**config.mk**
```make
export PLATFORM = sky130hd
export DESIGN_NAME = pipe_nodatahazards_mem
export DESIGN_NICKNAME = d
export VERILOG_FILES = /design/src/rtl/pipe_nodatahazards_mem.sv
export SDC_FILE = /design/constraint.sdc
export NUM_CORES = 1
export LEC_CHECK = 0
export CORE_MARGIN = 2
export CORE_UTILIZATION = 68
export CTS_BUF_LIST = sky130_fd_sc_hd__clkbuf_4 sky130_fd_sc_hd__clkbuf_8
export DETAILED_ROUTE_END_ITERATION = 12
export PLACE_DENSITY = 0.87
export SYNTH_ARGS = -nofsm -noshare
export SYNTH_HDL_FRONTEND = slang
export SYNTH_HIERARCHICAL = 1
export SYNTH_SLANG_ARGS = --single-unit
```
**constraint.sdc**
```tcl
create_clock -name clk -period 8.9 [get_ports clk]
set_clock_uncertainty 0.05 [all_clocks]
set_input_delay 1.78 -clock clk [delete_from_list [all_inputs] [get_ports clk]]
set_output_delay 1.78 -clock clk [all_outputs]
set_load 0.02 [all_outputs]
```
**src/rtl/pipe_nodatahazards_mem.sv**
```systemverilog
// rtl/pipe_nodatahazards_mem.sv - MIPS MEM stage: EX/MEM register plus word-addressed data memory

// Word-addressed data memory: asynchronous read, synchronous write
module data_mem #(
    parameter int ADDR_BITS = 5
) (
    input  logic                 clk,
    input  logic                 we,
    input  logic [ADDR_BITS-1:0] addr,
    input  logic [31:0]          din,
    output logic [31:0]          dout
);
    localparam int DEPTH = 2 ** ADDR_BITS;

    logic [31:0] r_mem [DEPTH];

    // Store lands at the clock edge; contents are never cleared by reset
    always_ff @(posedge clk) begin
        if (we) begin
            r_mem[addr] <= din;
        end
    end

    // Read path is combinational so a load sees data in its own MEM cycle
    always_comb begin
        dout = r_mem[addr];
    end
endmodule

// EX/MEM pipeline register, cleared on synchronous active-low reset
module pipe_EX_MEM_reg (
    input  logic        clk,
    input  logic        clrn,
    input  logic        EXwreg,
    input  logic        EXm2reg,
    input  logic        EXwmem,
    input  logic [4:0]  EXwn,
    input  logic [31:0] EXaluResult,
    input  logic [31:0] EXqb,
    output logic        MEMwreg,
    output logic        MEMm2reg,
    output logic        MEMwmem,
    output logic [4:0]  MEMwn,
    output logic [31:0] MEMaluResult,
    output logic [31:0] MEMqb
);
    logic        r_wreg;
    logic        r_m2reg;
    logic        r_wmem;
    logic [4:0]  r_wn;
    logic [31:0] r_alu_result;
    logic [31:0] r_qb;

    // Advance one instruction every cycle; reset zeroes every field
    always_ff @(posedge clk) begin
        if (!clrn) begin
            r_wreg       <= 1'b0;
            r_m2reg      <= 1'b0;
            r_wmem       <= 1'b0;
            r_wn         <= 5'd0;
            r_alu_result <= 32'd0;
            r_qb         <= 32'd0;
        end else begin
            r_wreg       <= EXwreg;
            r_m2reg      <= EXm2reg;
            r_wmem       <= EXwmem;
            r_wn         <= EXwn;
            r_alu_result <= EXaluResult;
            r_qb         <= EXqb;
        end
    end

    assign MEMwreg      = r_wreg;
    assign MEMm2reg     = r_m2reg;
    assign MEMwmem      = r_wmem;
    assign MEMwn        = r_wn;
    assign MEMaluResult = r_alu_result;
    assign MEMqb        = r_qb;
endmodule

// MEM stage top: registered EX controls drive the data memory
module pipe_nodatahazards_mem #(
    parameter int ADDR_BITS = 5
) (
    input  logic        clk,
    input  logic        clrn,
    input  logic        EXwreg,
    input  logic        EXm2reg,
    input  logic        EXwmem,
    input  logic [4:0]  EXwn,
    input  logic [31:0] EXaluResult,
    input  logic [31:0] EXqb,
    output logic        MEMwreg,
    output logic        MEMm2reg,
    output logic [4:0]  MEMwn,
    output logic [31:0] MEMaluResult,
    output logic [31:0] MEMmemOut
);
    logic                 w_wmem;
    logic [31:0]          w_qb;
    logic                 w_we;
    logic [ADDR_BITS-1:0] w_index;

    pipe_EX_MEM_reg u_ex_mem (
        .clk          (clk),
        .clrn         (clrn),
        .EXwreg       (EXwreg),
        .EXm2reg      (EXm2reg),
        .EXwmem       (EXwmem),
        .EXwn         (EXwn),
        .EXaluResult  (EXaluResult),
        .EXqb         (EXqb),
        .MEMwreg      (MEMwreg),
        .MEMm2reg     (MEMm2reg),
        .MEMwmem      (w_wmem),
        .MEMwn        (MEMwn),
        .MEMaluResult (MEMaluResult),
        .MEMqb        (w_qb)
    );

    // Byte offset and high address bits are dropped: unaligned accesses hit
    // the containing word and addresses alias modulo the memory size.
    assign w_index = MEMaluResult[ADDR_BITS+1:2];

    // A reset arriving on the store's write edge cancels the store
    assign w_we = w_wmem & clrn;

    data_mem #(.ADDR_BITS(ADDR_BITS)) u_dmem (
        .clk  (clk),
        .we   (w_we),
        .addr (w_index),
        .din  (w_qb),
        .dout (MEMmemOut)
    );
endmodule

```
# After elaboration in Yosys (flattened, before gate mapping)
# Memory sizes are Yosys's and may differ from the RTL's. A register that Yosys moved wholly into a read port is not among the register bits.
# Cells that the tools add are included.
# word_totals
reg_bits	72
mem_bits_rw	1024
input_bits	74
elab_cells	11
mem_count	1
# mem_list
name	depth	width	read_ports	rd_ports_with_merged_regs	write_ports	line_no	rtl
u_dmem.r_mem	32	32	1	1	1	15	logic [31:0] r_mem [DEPTH];
# op_classes
muxes	3
bitwise	1
# ops
cell	n
$mux W5	1
$mux W1	2
$and A1 B1 Y1	1

# Longest topological paths before layout
# depth
word_depth	3
ltp_mapped	8
depth_no_buf	4

# By module
# Netlist, hierarchy kept.
# modules_own_cells
module	instances	cells_per_inst	area_per_inst_um2	seq_area_each_um2
data_mem	1	2075	39101.3	30749.5
pipe_EX_MEM_reg	1	151	2016.9	1441.4
pipe_nodatahazards_mem	1	1	6.3	0.0

# Worst setup path after synthesis
# No wires, ideal clock.
# synth_path
path_kind	input to register
startpoint	input clrn
endpoint	memory u_dmem.r_mem[24][0], enable pin
setup_ns	0.461
t_arrival_ns	4.761
path_slack_ns	3.628
cell_stages	4
n_path_buf	1
path_cell_list	and2_1 > or3b_2 > clkbuf_1 > nor3_1
# synth_via
elab_chain_len	3
# synth_rtl
item	line_no	rtl
start: declaration	86	input logic clrn,
$and A1 B1 Y1	126	assign w_we = w_wmem & clrn;
$mux W1	19	if (we) begin
$mux W1 (not written as such)	20	r_mem[addr] <= din;
end: declaration	15	
# No other way between the ends.

==> impl_metrics.json <==
{
  "p_total_mw": 10.2,
  "startpoint_type": "register",
  "ys_seq_area_share_pct": 78.3,
  "wl_mm": 106,
  "dr.pass1.iters": 6,
  "core-area_mm2": 0.0600,
  "multi_input_area_mm2": 0.00843,
  "dp_cells": 3071,
  "status": "complete, no violations",
  "cts_buffer_depth": 3,
  "irDropWorstVdd_mv": 0.162,
  "overflow": 0,
  "htreeDepth": 4,
  "crit_path_max_fanout": 137,
  "synth_cell_types": 26,
  "initial_utilization_pct": 68.5,
  "die_width_um": 250,
  "rsz0062_at_grt": "false",
  "rows": 90,
  "cp-end-kind": "output port",
  "die_h_um": 250,
  "fillers": 2875,
  "post_cts_buffers": 0,
  "power.internal_mw": 7.98,
  "p_leak_nw": 16.4,
  "post_cts_resized": 0,
  "hold_violations": 0,
  "comb_power_share_pct": 3.7,
  "wl_per_cell_um": 31.5,
  "swShare_pct": 21.6,
  "required_ns": 7.07,
  "cts_sinks": 1096,
  "num_vias": 23300,
  "critical_path_class": "register to output port",
  "synth_area_per_cell_um2": 18.5,
  "seq_area_mm2": 0.0322,
  "max_cap_violations": 0,
  "drv_slew": 0,
  "grt_usage_pct": 33.9,
  "globalplace.congestion": 0.801,
  "ant_nets": 0,
  "power_frac_seq_pct": 56.3,
  "grt_pass1_wl_mm": 150,
  "clk_pin_slew_worst_paths_ns": 0.07,
  "clk_latency_ns": 0.84,
  "clkPwrFrac_pct": 40.0,
  "holdCritPathClass": "register to register",
  "power_density_mw_per_mm2": 218,
  "worst_pin_slew_ns": 1.28,
  "dr_wl_met2_mm": 50.5,
  "ys.warnings.count": 6,
  "synthCells": 2227,
  "antenna_found_initial": 3,
  "setup_viol": 0,
  "grt_max_degree": 138,
  "place_hpwl_mm": 51.0,
  "grt_pass1_vias": 23500,
  "fin_area_mm2": 0.0467,
  "portBuffers": 144,
  "drive_gt1_share_pct": 17.0,
  "ctsHoldBuffers": 0,
  "tritoncts": "done",
  "drc": 0,
  "dieArea_mm2": 0.0625,
  "nets": 2526,
  "ys_ff_latch": 1096,
  "area_delta_synth_final_pct": 13.6,
  "cts_inserted_buffers": 161,
  "fin_tns_setup_ns": 0,
  "p_switching_mw": 2.20,
  "synth_nets": 2301,
  "routed_via_density": 6.93,
  "fmax_mhz": 152,
  "arrival_ns": 4.74,
  "syn-cell-area_mm2": 0.0411,
  "period_needed_ns": 6.57,
  "pin_count": 145,
  "cts_root_buf": "clkbuf_8",
  "placed_area_mm2": 0.0435,
  "instances_no_fill": 3368,
  "drtIter0Drc": 3843,
  "relSlewSlack_pct": 14.5,
  "top_layer": "met5",
  "min_period_over_period_pct": 73.8,
  "wl_met3_mm": 14.3,
  "met1Wirelength_mm": 35.8
}
-- cell families (layout without fill, tap and decap cells) --
kind of cell           Yosys count  in the layout  synth area share [%]
flip-flops                    1096           1096                  78.3
other                            0              1                     0
multiplexers                   512            512                  12.5
buffers and inverters          133            491                  1.85
AND/OR/NAND/NOR                230            230                  3.52
AO/OA/AOI/OAI                  256            256                  3.89
-- power groups by stage --
| stage | Sequential, mW | Combinational (mW) | Clock (mW) |
|---|---|---|---|
| final | 5.73 | 0.379 | 4.07 |
| after global routing | 5.73 | 0.391 | 4.28 |
| after CTS | 5.73 | 0.375 | 4.08 |
| after detailed placement | 5.83 | 0.369 | 0 |
| after global placement | 5.83 | 0.361 | 0 |
| after floorplan | 5.81 | 0.224 | 0 |
-- stage by stage --
| step | setup WS (ns) | hold slack, ns | util, % |
|---|---|---|---|
| after floorplan | 3.63 | 0.670 | - |
| after global placement | 3.58 | 0.792 | 72.4 |
| after detailed placement | 3.42 | 0.830 | 72.4 |
| after CTS | 2.41 | 0.835 | 77.8 |
| after global routing | 2.23 | 0.900 | 77.8 |
| final | 2.33 | 0.851 | 77.8 |
-- layout by cell type, fill, tap and decap left out --
cell / count
edfxtp_1: 1024
or4b_4: 3
mux2i_1: 512
nand3_1: 2
buf_4: 48
clkinvlp_4: 5
clkinv_2: 15
and2_1: 1
diode_2: 1
bufinv_16: 1
or4_4: 1
inv_6: 5
or3b_2: 3
or3_1: 1
o22ai_1: 256
nand4bb_2: 6
clkbuf_4: 58
and2_2: 72
or4b_2: 1
nor2_4: 28
inv_8: 1
clkbuf_8: 183
nor2_1: 1
dfxtp_4: 1
nor3_2: 4
nand4_1: 1
nor4_1: 64
nand4b_1: 4
nand2_1: 34
buf_2: 1
clkdlybuf4s50_1: 143
nand3b_1: 4
clkinv_1: 28
buf_12: 3
dfxtp_1: 71
-- sequential cells by signal (all words and copies together), names as in the netlist --
register	flops
u_ex_mem/MEMqb	32
u_ex_mem/MEMwmem	1
u_ex_mem/MEMwreg	1
u_dmem/r_mem	1024
u_ex_mem/MEMaluResult	32
u_ex_mem/MEMwn	5
u_ex_mem/MEMm2reg	1
-- synth_stat cells --
library cell  instances  share of area, %
nor4_1               64              0.97
or3b_2                3             0.064
clkbuf_1             23              0.21
or4_4                 1             0.027
nand3_1               2             0.024
edfxtp_1           1024                75
or3_1                 1             0.015
dfxtp_1              72               3.5
nor3_1                4             0.049
nand4bb_1             6              0.16
buf_1                 1            0.0091
clkbuf_2              7             0.085
nor2_1               29              0.26
and2_1                1             0.015
nand4_1               1             0.015
or4b_1                1             0.024
nand2_1              34              0.31
nand4b_1              4             0.085
nand3b_1              4             0.073
or4b_4                3              0.10
mux2i_1             512                12
buf_2                81              0.99
buf_4                 2             0.036
and2_2               72               1.3
buf_6                19              0.52
o22ai_1             256               3.9
-- layer usage --
layer,up-vias,global-route usage [%]
met4,4,17.7
met3,347,9.20
li1,9416,-
met1,11500,44.1
met2,2092,53.2
met5,-,0
-- worst paths after layout --
| check | start | endpoint | slack, ns | depth (start not counted) |
|---|---|---|---|---|
| max reg2reg | u_ex_mem/MEMaluResult[3] | u_dmem/r_mem[26][2] | 3.93 | 4 |
| min | u_ex_mem/MEMqb[12] | u_dmem/r_mem[22][12] | 0.85 | 0 |
| min reg2reg | u_ex_mem/MEMqb[12] | u_dmem/r_mem[22][12] | 0.85 | 0 |
| max | u_ex_mem/MEMaluResult[3] | MEMmemOut[20] | 2.33 | 6 |
-- critical path, cell delays in order (launching register included) --
cell             delay, ns
dfxtp_4               0.98
buf_12                0.74
mux2i_1               0.28
o22ai_1               0.14
nor4_1                0.70
nand2_1               0.24
clkdlybuf4s50_1       0.59
-- cell type report --
| cell class | instances | area share, % |
|---|---|---|
| Antenna cell | 1 | 0.00536 |
| Clock inverter | 55 | 0.648 |
| Sequential cell | 1096 | 68.9 |
| Timing Repair Buffer | 195 | 3.97 |
| Clock buffer | 241 | 6.32 |
| Tap cell | 782 | 2.09 |
| Multi-Input combinational cell | 998 | 18.1 |
Note: power is estimated with default switching activity, not from simulation.
